**src/rtl/pipeline_ctrl_pkg.sv**
```systemverilog
// Shared encodings for the pipeline sequencer: FSM states, halt causes,
// enable levels and exception request bits.
package pipeline_ctrl_pkg;

    typedef enum logic [1:0] {
        ST_RUN    = 2'b00,
        ST_DRAIN  = 2'b01,
        ST_HALT   = 2'b10,
        ST_RESUME = 2'b11
    } ctrl_state_e;

    localparam logic [1:0] HALT_NONE = 2'b00;
    localparam logic [1:0] HALT_ENV  = 2'b01;
    localparam logic [1:0] HALT_BP   = 2'b10;

    localparam logic STALL_EN  = 1'b1;
    localparam logic STALL_DIS = 1'b0;

    // Bit positions within the {bp_exception, env_exception} request vector.
    localparam logic [1:0] ENV_EXC = 2'b01;
    localparam logic [1:0] BP_EXC  = 2'b10;

endpackage

```
**src/rtl/pipeline_ctrl_perf_counter.sv**
```systemverilog
// Event counter with synchronous clear and hold; wraps modulo 2^CNT_WIDTH.
module perf_counter #(
    parameter int CNT_WIDTH = 32
) (
    input  logic                 clk,
    input  logic                 rst,
    input  logic                 inc_i,
    input  logic                 clear_i,
    input  logic                 hold_i,
    output logic [CNT_WIDTH-1:0] count_o
);

    logic [CNT_WIDTH-1:0] count_q;
    logic [CNT_WIDTH-1:0] count_d;

    // Clear beats both hold and a same-cycle increment.
    always_comb begin
        count_d = count_q;
        if (clear_i) begin
            count_d = '0;
        end else if (inc_i && !hold_i) begin
            count_d = count_q + 1'b1;
        end
    end

    always_ff @(posedge clk) begin
        if (rst) begin
            count_q <= '0;
        end else begin
            count_q <= count_d;
        end
    end

    assign count_o = count_q;

endmodule

```
**src/rtl/pipeline_ctrl.sv**
```systemverilog
// Five-stage pipeline sequencer: turns stalls, redirects, memory wait and
// ID-stage exceptions into per-stage enables/flushes, with drain/halt/resume.
module pipeline_ctrl
    import pipeline_ctrl_pkg::*;
#(
    parameter int DRAIN_CYCLES = 3,
    parameter int CNT_WIDTH    = 32
) (
    input  logic                 clk,
    input  logic                 rst,
    input  logic                 hazard_stall,
    input  logic                 branch_taken,
    input  logic                 env_exception,
    input  logic                 bp_exception,
    input  logic                 mem_wait,
    input  logic                 resume,
    input  logic                 cnt_clear,
    output logic                 pc_en,
    output logic                 ifid_en,
    output logic                 ifid_flush,
    output logic                 idex_flush,
    output logic                 back_en,
    output logic                 halted,
    output logic [1:0]           halt_cause,
    output logic [CNT_WIDTH-1:0] stall_count,
    output logic [1:0]           dbg_state
);

    localparam int DW = (DRAIN_CYCLES < 2) ? 1 : $clog2(DRAIN_CYCLES + 1);
    localparam logic [DW-1:0] DRAIN_LOAD = DW'(DRAIN_CYCLES);
    localparam logic [DW-1:0] DRAIN_ONE  = DW'(1);

    ctrl_state_e   state_q, state_d;
    logic [DW-1:0] drain_q, drain_d;
    logic [1:0]    cause_q, cause_d;
    logic          halted_q, halted_d;
    logic          stall_inc;
    logic [1:0]    exc_vec;

    assign exc_vec = {bp_exception, env_exception};

    always_comb begin
        state_d    = state_q;
        drain_d    = drain_q;
        cause_d    = cause_q;
        pc_en      = STALL_EN;
        ifid_en    = STALL_EN;
        back_en    = STALL_EN;
        ifid_flush = 1'b0;
        idex_flush = 1'b0;
        stall_inc  = 1'b0;

        if (rst) begin
            pc_en      = STALL_DIS;
            ifid_en    = STALL_DIS;
            back_en    = STALL_DIS;
            ifid_flush = 1'b1;
            idex_flush = 1'b1;
        end else if (mem_wait) begin
            // Whole pipe frozen: nothing moves, nothing is counted.
            pc_en   = STALL_DIS;
            ifid_en = STALL_DIS;
            back_en = STALL_DIS;
        end else begin
            unique case (state_q)
                ST_RUN: begin
                    if ((exc_vec & (ENV_EXC | BP_EXC)) != 2'b00) begin
                        pc_en      = STALL_DIS;
                        ifid_en    = STALL_DIS;
                        idex_flush = 1'b1;
                        cause_d    = ((exc_vec & BP_EXC) != 2'b00) ? HALT_BP : HALT_ENV;
                        drain_d    = DRAIN_LOAD;
                        state_d    = ST_DRAIN;
                    end else if (hazard_stall) begin
                        pc_en      = STALL_DIS;
                        ifid_en    = STALL_DIS;
                        idex_flush = 1'b1;
                        stall_inc  = 1'b1;
                    end else if (branch_taken) begin
                        ifid_flush = 1'b1;
                    end
                end
                ST_DRAIN: begin
                    // Front stays frozen while EX/MEM/WB retire.
                    pc_en      = STALL_DIS;
                    ifid_en    = STALL_DIS;
                    idex_flush = 1'b1;
                    if (drain_q <= DRAIN_ONE) begin
                        drain_d = '0;
                        state_d = ST_HALT;
                    end else begin
                        drain_d = drain_q - 1'b1;
                    end
                end
                ST_HALT: begin
                    pc_en   = STALL_DIS;
                    ifid_en = STALL_DIS;
                    back_en = STALL_DIS;
                    if (resume) begin
                        state_d = ST_RESUME;
                    end
                end
                ST_RESUME: begin
                    // Drop the excepting instruction; PC already points past it.
                    pc_en      = STALL_DIS;
                    ifid_flush = 1'b1;
                    idex_flush = 1'b1;
                    cause_d    = HALT_NONE;
                    state_d    = ST_RUN;
                end
                default: begin
                    state_d = ST_RUN;
                end
            endcase
        end
    end

    assign halted_d = (state_d == ST_HALT);

    always_ff @(posedge clk) begin
        if (rst) begin
            state_q  <= ST_RUN;
            drain_q  <= '0;
            cause_q  <= HALT_NONE;
            halted_q <= 1'b0;
        end else begin
            state_q  <= state_d;
            drain_q  <= drain_d;
            cause_q  <= cause_d;
            halted_q <= halted_d;
        end
    end

    perf_counter #(
        .CNT_WIDTH (CNT_WIDTH)
    ) u_stall_cnt (
        .clk     (clk),
        .rst     (rst),
        .inc_i   (stall_inc),
        .clear_i (cnt_clear),
        .hold_i  (mem_wait),
        .count_o (stall_count)
    );

    assign halted     = halted_q & ~rst;
    assign halt_cause = cause_q;
    assign dbg_state  = state_q;

endmodule

```
**config.mk**
```make
export PLATFORM = sky130hd
export DESIGN_NAME = pipeline_ctrl
export DESIGN_NICKNAME = d
export VERILOG_FILES = /design/src/rtl/pipeline_ctrl_pkg.sv /design/src/rtl/pipeline_ctrl_perf_counter.sv /design/src/rtl/pipeline_ctrl.sv
export SDC_FILE = /design/constraint.sdc
export NUM_CORES = 1
export LEC_CHECK = 0
export CORE_AREA = 2 2 58 100
export CTS_BUF_LIST = sky130_fd_sc_hd__clkbuf_4
export CTS_CLUSTER_DIAMETER = 40
export DETAILED_ROUTE_END_ITERATION = 6
export DIE_AREA = 0 0 60 102
export PLACE_DENSITY = 0.71
export SETUP_SLACK_MARGIN = 0.5
export SYNTH_ARGS = -nofsm -noshare
export SYNTH_HDL_FRONTEND = slang
export SYNTH_HIERARCHICAL = 1
export SYNTH_SLANG_ARGS = --single-unit
```
**constraint.sdc**
```tcl
create_clock -name clk -period 6.25 [get_ports clk]
set_input_delay 1.875 -clock clk [delete_from_list [all_inputs] [get_ports clk]]
set_output_delay 1.875 -clock clk [all_outputs]
set_load 0.05 [all_outputs]
```
Word-level counts from Yosys, hierarchy flattened
Index checks and enable logic that the tools add are counted.

Add/subtract/negate cells: 2. $lt $le $gt $ge: 1. Eq/ne operators: 5. Multiplexer cells: 38. Bitwise gates (word level): 3. Reduce and logical (&&, ||, !) cells: 12.

Operator list (count): 32-bit by 1-bit adder with 32-bit output (second input constant) (1); 1-bit 2-to-1 mux (22); 2-bit 2-to-1 mux (9); 1-bit one-hot mux with 2 select lines (4); 2-bit one-hot mux with 2 select lines (2); 2-bit one-hot mux with 4 select lines (1); 2-bit == test (second input constant) (3); 3-bit AND reduction (2); 2-bit nonzero test (3); 2-bit OR reduction (3); 3-bit OR reduction (1); 2-bit by 1-bit == test with 1-bit output (second input constant) (1); 2-bit by 1-bit less-or-equal comparator with 1-bit output (second input constant) (1); 2-bit logical NOT (1); 2-bit != test (second input constant) (1); 1-bit NOT (2); 2-bit by 1-bit subtractor with 2-bit output (second input constant) (1); 1-bit bitwise AND (1); 1-bit logical AND (1); 1-bit logical NOT (1).

Register bits: 39. Bits of input ports: 9. Output and inout port bits: 42. Word-level logic and storage cells: 66.

Logic depth before layout (Yosys ltp)
Gate-level depths: netlist (run 1).

Depth after elaboration: 6. Mapped depth: 10. Gate-level depth less buffers: 8.

Modules after synthesis
The synthesis (run 1) kept the hierarchy.

By module, submodules not included: perf_counter (times used 1, cells each 177, area each 1517.7 um^2, seq. area each 640.6 um^2); pipeline_ctrl (times used 1, cells each 62, area each 536.8 um^2, seq. area each 140.1 um^2).

Worst setup path before layout (run 1)
OpenSTA, ideal clock, no wires.

Path type: input -> output. From: in bp_exception. To: out ifid_en. Arrival: 4.637 ns. Required time: 4.375 ns. Path slack: -0.262 ns. Stages: 2. Path buffers: 0. Cell sequence: o31a_1 -> a2111oi_0.

Longest elaborated chain between the ends: 5.

Ends and longest elaborated chain: from (decl) (line pipeline_ctrl.sv:14) `input logic bp_exception,`; 2-bit nonzero test (line pipeline_ctrl.sv:67) `if ((exc_vec & (ENV_EXC | BP_EXC)) != 2'b00) begin`; 1-bit 2-to-1 mux (line pipeline_ctrl.sv:67); 1-bit one-hot mux with 2 select lines (line pipeline_ctrl.sv:65) `unique case (state_q)`; 1-bit 2-to-1 mux (line pipeline_ctrl.sv:59) `end else if (mem_wait) begin`; 1-bit 2-to-1 mux (line pipeline_ctrl.sv:53) `if (rst) begin`; to (decl) (line pipeline_ctrl.sv:19) `output logic ifid_en,`.

No other way between the ends.

Worst setup path after layout (run 1)
From: in bp_exception. To: out idex_flush.

Longest elaborated chain between the ends: 5.

Ends and longest elaborated chain: 2-bit nonzero test (line pipeline_ctrl.sv:67); 1-bit 2-to-1 mux (line pipeline_ctrl.sv:67); 1-bit one-hot mux with 2 select lines (line pipeline_ctrl.sv:65); 1-bit 2-to-1 mux (line pipeline_ctrl.sv:59); 1-bit 2-to-1 mux (line pipeline_ctrl.sv:53); to (decl) (line pipeline_ctrl.sv:21) `output logic idex_flush,`.

No other way between the ends.

==> results of run 1 <==
-- sequential cells by signal, summed over array words and instances, names as in the netlist --
signal,cells
halted_q,1
u_stall_cnt/count_o,32
dbg_state,2
drain_q,2
halt_cause,2
-- synth_stat cells, drive strengths merged (4+ instances only) --
cell / count / area, um2
o31ai: 15 / 113
inv: 11 / 41.3
nand3: 8 / 40.0
ha: 6 / 75.1
nor2: 14 / 52.6
or3: 8 / 50.1
a21oi: 23 / 115
xor2: 6 / 52.6
or4: 17 / 128
nor3: 5 / 25.0
xnor2: 4 / 35.0
clkbuf: 8 / 40.0
nand4: 8 / 62.6
buf: 4 / 26.3
and4: 4 / 35.0
nand2: 15 / 56.3
dfxtp: 39 / 781
o21ai: 11 / 55.1
-- layer usage --
layer | vias to the layer above | GRT usage, %
met5 | - | 0
met4 | 0 | 8.03
met3 | 6 | 3.16
met2 | 51 | 30.5
met1 | 960 | 19.2
li1 | 993 | -
-- through the flow --
stage / power (mW) / std cells / setup WS, ns / area, um2
final: 0.480 / 361 / 0.582 / 2680
after global routing: 0.501 / 361 / 0.501 / 2680
after CTS: 0.487 / 361 / 0.536 / 2680
after detailed placement: 0.319 / 353 / 0.434 / 2600
after global placement: 0.318 / 353 / 0.433 / 2600
after floorplan: 0.299 / 239 / 1.08 / 2060
-- layout by cell type (no fill, tap or decap), types with 2 or more instances in the layout --
master and count:
a21oi_1 23, and2_1 3, and3_1 2, and4_1 4
buf_4 3, clkbuf_4 5, clkdlybuf4s50_1 47, dfxtp_1 39
ha_1 6, inv_1 11, nand2_1 15, nand3_1 8
nand4_1 6, nand4_2 2, nor2_1 14, nor2b_1 3
nor3_1 5, o21ai_0 6, o21ai_1 5, o31ai_1 15
or2_1 2, or3_1 8, or4_1 17, xnor2_1 4
xor2_1 6
-- cell type report --
class	count	area, um2
clock buffer	5	37.5
clock inverter	3	38.8
fill	486	2620
inverter	11	41.3
multi-input combinational	177	1170
sequential	39	781
tap	74	92.6
timing repair buffer	52	514
-- power groups by stage --
stage          clock [mW]  combinational, mW  sequential, mW
5_1_grt             0.183             0.0616           0.256
3_3_place_gp            0             0.0571           0.261
6_report            0.167             0.0579           0.255
2_1_floorplan           0             0.0332           0.266
3_5_place_dp            0             0.0580           0.261
4_1_cts             0.173             0.0579           0.256
-- repair_timing --
action,in CTS,in global routing
resized for setup,1,1
setup endpoints to repair,1,1
hold buffers,0,0
-- worst max-delay path by stage --
stage / from / endpoint / slack [ns] / cells past startpoint
6_report: bp_exception / idex_flush / 0.58 / 5
5_1_grt: bp_exception / idex_flush / 0.50 / 5
4_1_cts: bp_exception / ifid_flush / 0.54 / 5
3_5_place_dp: bp_exception / ifid_en / 0.43 / 4
3_3_place_gp: bp_exception / ifid_en / 0.43 / 4
2_1_floorplan: bp_exception / ifid_en / 1.08 / 2
-- cells by family (layout without fill, tap and decap cells) --
group,Yosys count,count (layout)
muxes,1,1
adders and majority gates,6,6
and+or+nand+nor,98,98
xor gates and xnor gates,10,10
DFF,39,39
buffers and inverters,23,71
AOI/OAI and AO/OA,62,62
-- worst max-delay path, cell delays in order --
cell	delay [ns]
clkdlybuf4s50_1	0.58
o31a_1	0.22
nor3_1	0.06
o31ai_1	0.21
clkdlybuf4s50_1	0.85
==> flow_summary_export.csv, run 1 <==
group,metric,value,unit
drt,dr.max_layer_used,"met4",
timing,timing.hold.ws,0.482,ns
cells_and_area,fin_nets,301,
floorplanning,dieArea,0.00612,mm2
yosys,syn_inst,239,
drt,dr.pass1.iters,4,
worst_hold_path,min_path_type,"reg2reg",
cells_and_area,syn2layout_area_growth,30.3,%
timing,tns,0,ns
yosys,ys_seq_elements,39,
drt,wl_per_cell,13.7,um
pwr,p_sw,0.123,mW
global_routing,grt_pass1_vias,1841,
timing,fmax,176,MHz
drt,met1_length,2090,um
place,place_hpwl,3540,um
yosys,synth.net_count,254,
clock_network,clock_sinks,39,
place,globalplace.congestion,0.801,
yosys,synth-adder-area-share,3.65,%
drt,wl_met2,2600,um
critical_path,crit_type,"in2out",
cells_and_area,postLayoutCoreUtil,50.5,%
yosys,muxShareOfSynthArea,0.487,%
yosys,syn-mean-instance-area,8.60,um2
critical_path,cp_max_fo,5,
critical_path,reg2regPathDepth,8,
worst_hold_path,min_from,"halt_cause[0]$_SDFFE_PP0P_",
floorplanning,die_y,102,um
worst_hold_path,whs_path_depth,2,
yosys,synth_edf_count,0,
clock_network,htree_num_levels,2,
pwr,comb_power_share,12.0,%
clock_network,numCtsBuffers,5,
critical_path,rr_startpoint,"dbg_state[1]$_SDFF_PP0_",
critical_path,start_kind,"input port",
clock_network,cts_setup_buffers,0,
clock_network,clk_latency,0.34,ns
timing,final_max_slew_viol_count,0,
global_routing,track_usage,17.2,%
timing,finClkSkew,0.0162,ns
status,status,"complete, no violations",
pwr,power_density,179,mW/mm2
yosys,ys_seq_area_share,38.0,%
critical_path,cp_data_required_time,4.38,ns
critical_path,cp-end-kind,"output port",
yosys,ys_types,48,
yosys,ys_warn_count,6,
drt,drt-total-wl,4950,um
pwr,pwr-share-clk,34.8,%
yosys,synthSimpleGateAreaFrac,29.4,%
timing,post-route-period-util,90.7,%
timing,worst-slew-pin-transition,1.15,ns
flow_run,drv_cap,0,
drt,antenna_left,0,
floorplanning,dieWidth,60,um
drt,initialDrtViolationCount,98,
critical_path,regToRegSetupSlack,3.23,ns
yosys,synthFlopType,"dfxtp_1",
cells_and_area,n_antenna_cell,0,
floorplanning,rows,35,
drt,drc,0,
global_routing,grt_pass1_wl,8310,um
pwr,irDropWorstVdd,0.0976,mV
yosys,async_reset_ff_share,0,%
timing,finalHoldViolCount,0,
timing,rsz0062_at_grt,"no",
timing,finalSetupViolCount,0,
worst_hold_path,worst_hold_path.endpoint,"halt_cause[0]$_SDFFE_PP0P_",
pwr,netSwitchingFraction,25.7,%
yosys,synthXorXnorAreaFrac,4.26,%
global_routing,antenna_found_initial,0,
yosys,syn_area,0.00205,mm2
timing,relSlewSlack,23.5,%
drt,vias,2010,
global_routing,gr-total-overflow,0,
yosys,synth_top_family_by_area,"simple AND/OR/NAND/NOR gates",
floorplanning,io_pins,51,
global_routing,grt_max_degree,33,
timing,finalCriticalPeriod,5.67,ns
clock_network,clockBufferDepth,2,
critical_path,arrival,3.79,ns
clock_network,cts-root-buf,"clkbuf_4",
place,io_buffers,50,
pwr,seqPwrFrac,53.2,%
clock_network,cts_tree,"yes",
floorplanning,coreArea,0.00530,mm2
cells_and_area,layout-drive-gt1-share,5.57,%
clock_network,clk_pin_slew,0.12,ns
yosys,synth_compound_area_share,19.0,%
pwr,p_leak,0.865,nW
pwr,cell_internal_pwr,0.357,mW
drt,wl_met3,195,um
critical_path,rr_endpoint,"u_stall_cnt/count_o[26]$_SDFFE_PP0P_",
floorplanning,initial_core_util,38.8,%
drt,avgViaCountPerCell,5.57,
(Power assumes the default switching activity.)
==> inputs of run 2 (changes only) <==
--- a/config.mk
+++ b/config.mk
@@ -12,6 +12,7 @@
 export DIE_AREA = 0 0 60 102
 export PLACE_DENSITY = 0.71
 export SETUP_SLACK_MARGIN = 0.5
+export SLEW_MARGIN = 40
 export SYNTH_ARGS = -nofsm -noshare
 export SYNTH_HDL_FRONTEND = slang
 export SYNTH_HIERARCHICAL = 1
==> run 2 against run 1 <==
  * Cell count unchanged
  * Sequential power barely moved
  * Maximum frequency barely moved
  * Critical path depth stayed put
  * Total power shrank 8.0%
  * Register-to-register slack is essentially flat
  * Die area unchanged
  * Sequential share of layout area grew 0.21 points
  * Critical path type unchanged
  * Critical endpoint unchanged
==> flow_summary_export.csv, run 2 (synthesis results as in run 1) <==
group,metric,value,unit
status,status,"complete, no violations",
floorplanning,dieWidth,60,um
cells_and_area,layout-drive-gt1-share,6.27,%
flow_run,drv_cap,0,
floorplanning,dieArea,0.00612,mm2
global_routing,track_usage,16.9,%
drt,antenna_left,0,
critical_path,arrival,3.79,ns
drt,wl_per_cell,13.6,um
cells_and_area,fin_nets,301,
drt,avgViaCountPerCell,5.50,
global_routing,grt_pass1_vias,1840,
cells_and_area,largest_register_ffs,32,
timing,final_max_slew_viol_count,0,
timing,relSlewSlack,58.0,%
pwr,power_density,166,mW/mm2
critical_path,cp-end-kind,"output port",
timing,finalSetupViolCount,0,
clock_network,clockBufferDepth,2,
place,io_buffers,50,
place,placed_area,0.00260,mm2
cells_and_area,multi_input_area,0.00117,mm2
clock_network,clk_pin_slew,0.12,ns
drt,vias,1984,
cells_and_area,final_area,0.00266,mm2
drt,drc,0,
timing,finalHoldViolCount,0,
place,globalplace.congestion,0.801,
timing,finalCriticalPeriod,5.67,ns
critical_path,crit_type,"in2out",
floorplanning,coreArea,0.00530,mm2
pwr,p_total,0.442,mW
floorplanning,rows,35,
clock_network,htree_num_levels,2,
clock_network,clk_latency,0.34,ns
cells_and_area,regArea,781,um2
floorplanning,die_y,102,um
timing,finClkSkew,0.0165,ns
critical_path,cp_max_fo,5,
worst_hold_path,min_path_type,"reg2reg",
timing,worst-slew-pin-transition,0.630,ns
drt,initialDrtViolationCount,76,
global_routing,grt_pass1_wl,8070,um
pwr,irDropWorstVdd,0.108,mV
cells_and_area,layout_common_cells,"clkdlybuf4s50_1 (47), dfxtp_1 (39), a21oi_1 (23), or4_1 (17)",
floorplanning,io_pins,51,
critical_path,start_kind,"input port",
cells_and_area,syn2layout_area_growth,29.4,%
drt,drt-total-wl,4910,um
timing,tns,0,ns
global_routing,antenna_found_initial,0,
floorplanning,initial_core_util,38.8,%
clock_network,clock_sinks,39,
timing,timing.hold.ws,0.485,ns
clock_network,cts_tree,"yes",
timing,worst_slack,0.585,ns
cells_and_area,nFillCells,513,
global_routing,grt_max_degree,33,
clock_network,cts-root-buf,"clkbuf_4",
clock_network,numCtsBuffers,5,
global_routing,gr-total-overflow,0,
critical_path,cp_data_required_time,4.38,ns
timing,rsz0062_at_grt,"no",
pwr,p_leak,0.850,nW
place,place_hpwl,3570,um
cells_and_area,n_antenna_cell,0,
timing,fmax,177,MHz
place,dp_slack,0.430,ns
timing,post-route-period-util,90.6,%
drt,dr.pass1.iters,4,
cells_and_area,mostFrequentLayoutCell,"clkdlybuf4s50_1",
## run 2: cell types whose count changed in the layout (fill, tap and decap cells not counted)
cell,change
clkinv_1,-1
clkinvlp_4,+2
or2_2,+1
or2_1,-1
bufinv_16,-1
## run 2: power breakdown
part	total [mW]	internal, mW	switching (mW)
sequential	0.255	0.252	0.00353
clock	0.128	0.0430	0.0852
combinational	0.0579	0.0228	0.0352
## run 2: critical path: stages
cell,delay (ns)
clkdlybuf4s50_1,0.58
o31a_1,0.22
nor3_1,0.06
o31ai_1,0.21
clkdlybuf4s50_1,0.85
## run 2: final timing paths
| check | start | endpoint | slack, ns | depth (start not counted) |
|---|---|---|---|---|
| worst min register to register | halt_cause[0]$_SDFFE_PP0P_ | halt_cause[0]$_SDFFE_PP0P_ | 0.49 | 2 |
| worst max-delay path | bp_exception | idex_flush | 0.58 | 5 |
| worst min-delay path | halt_cause[0]$_SDFFE_PP0P_ | halt_cause[0]$_SDFFE_PP0P_ | 0.49 | 2 |
| worst max register to register | dbg_state[1]$_SDFF_PP0_ | u_stall_cnt/count_o[30]$_SDFFE_PP0P_ | 3.22 | 8 |
## run 2: cell type report
type,count,share of cell area [%]
clock buffer,5,1.41
tap,74,3.48
clock inverter,3,0.753
timing repair buffer,52,19.3
multi-input combinational,177,44.1
inverter,11,1.55
sequential,39,29.4
## run 2: timing repair
item / CTS / global route
endpoints found under the setup margin: 1 / 1
setup buffers: 0 / 0
cloned: 0 / 0
gates resized for setup: 1 / 1
hold endpoints to repair: 0 / 0
hold buffers: 0 / 0
## run 2: metrics by stage
step | utilization [%] | std cells
floorplan | - | 239
global placement | 49.1 | 353
detailed placement | 49.1 | 353
CTS | 50.1 | 361
global route | 50.2 | 361
finish | 50.2 | 361
## run 2: layer usage
metal  GRT usage [%]  vias up  share of wire (%)
met3            3.54        8                3.6
met1            18.5      946                 44
met4            7.69        0                1.7
met5               0        -                  0
met2            30.2       49                 51
li1                -      981                  -
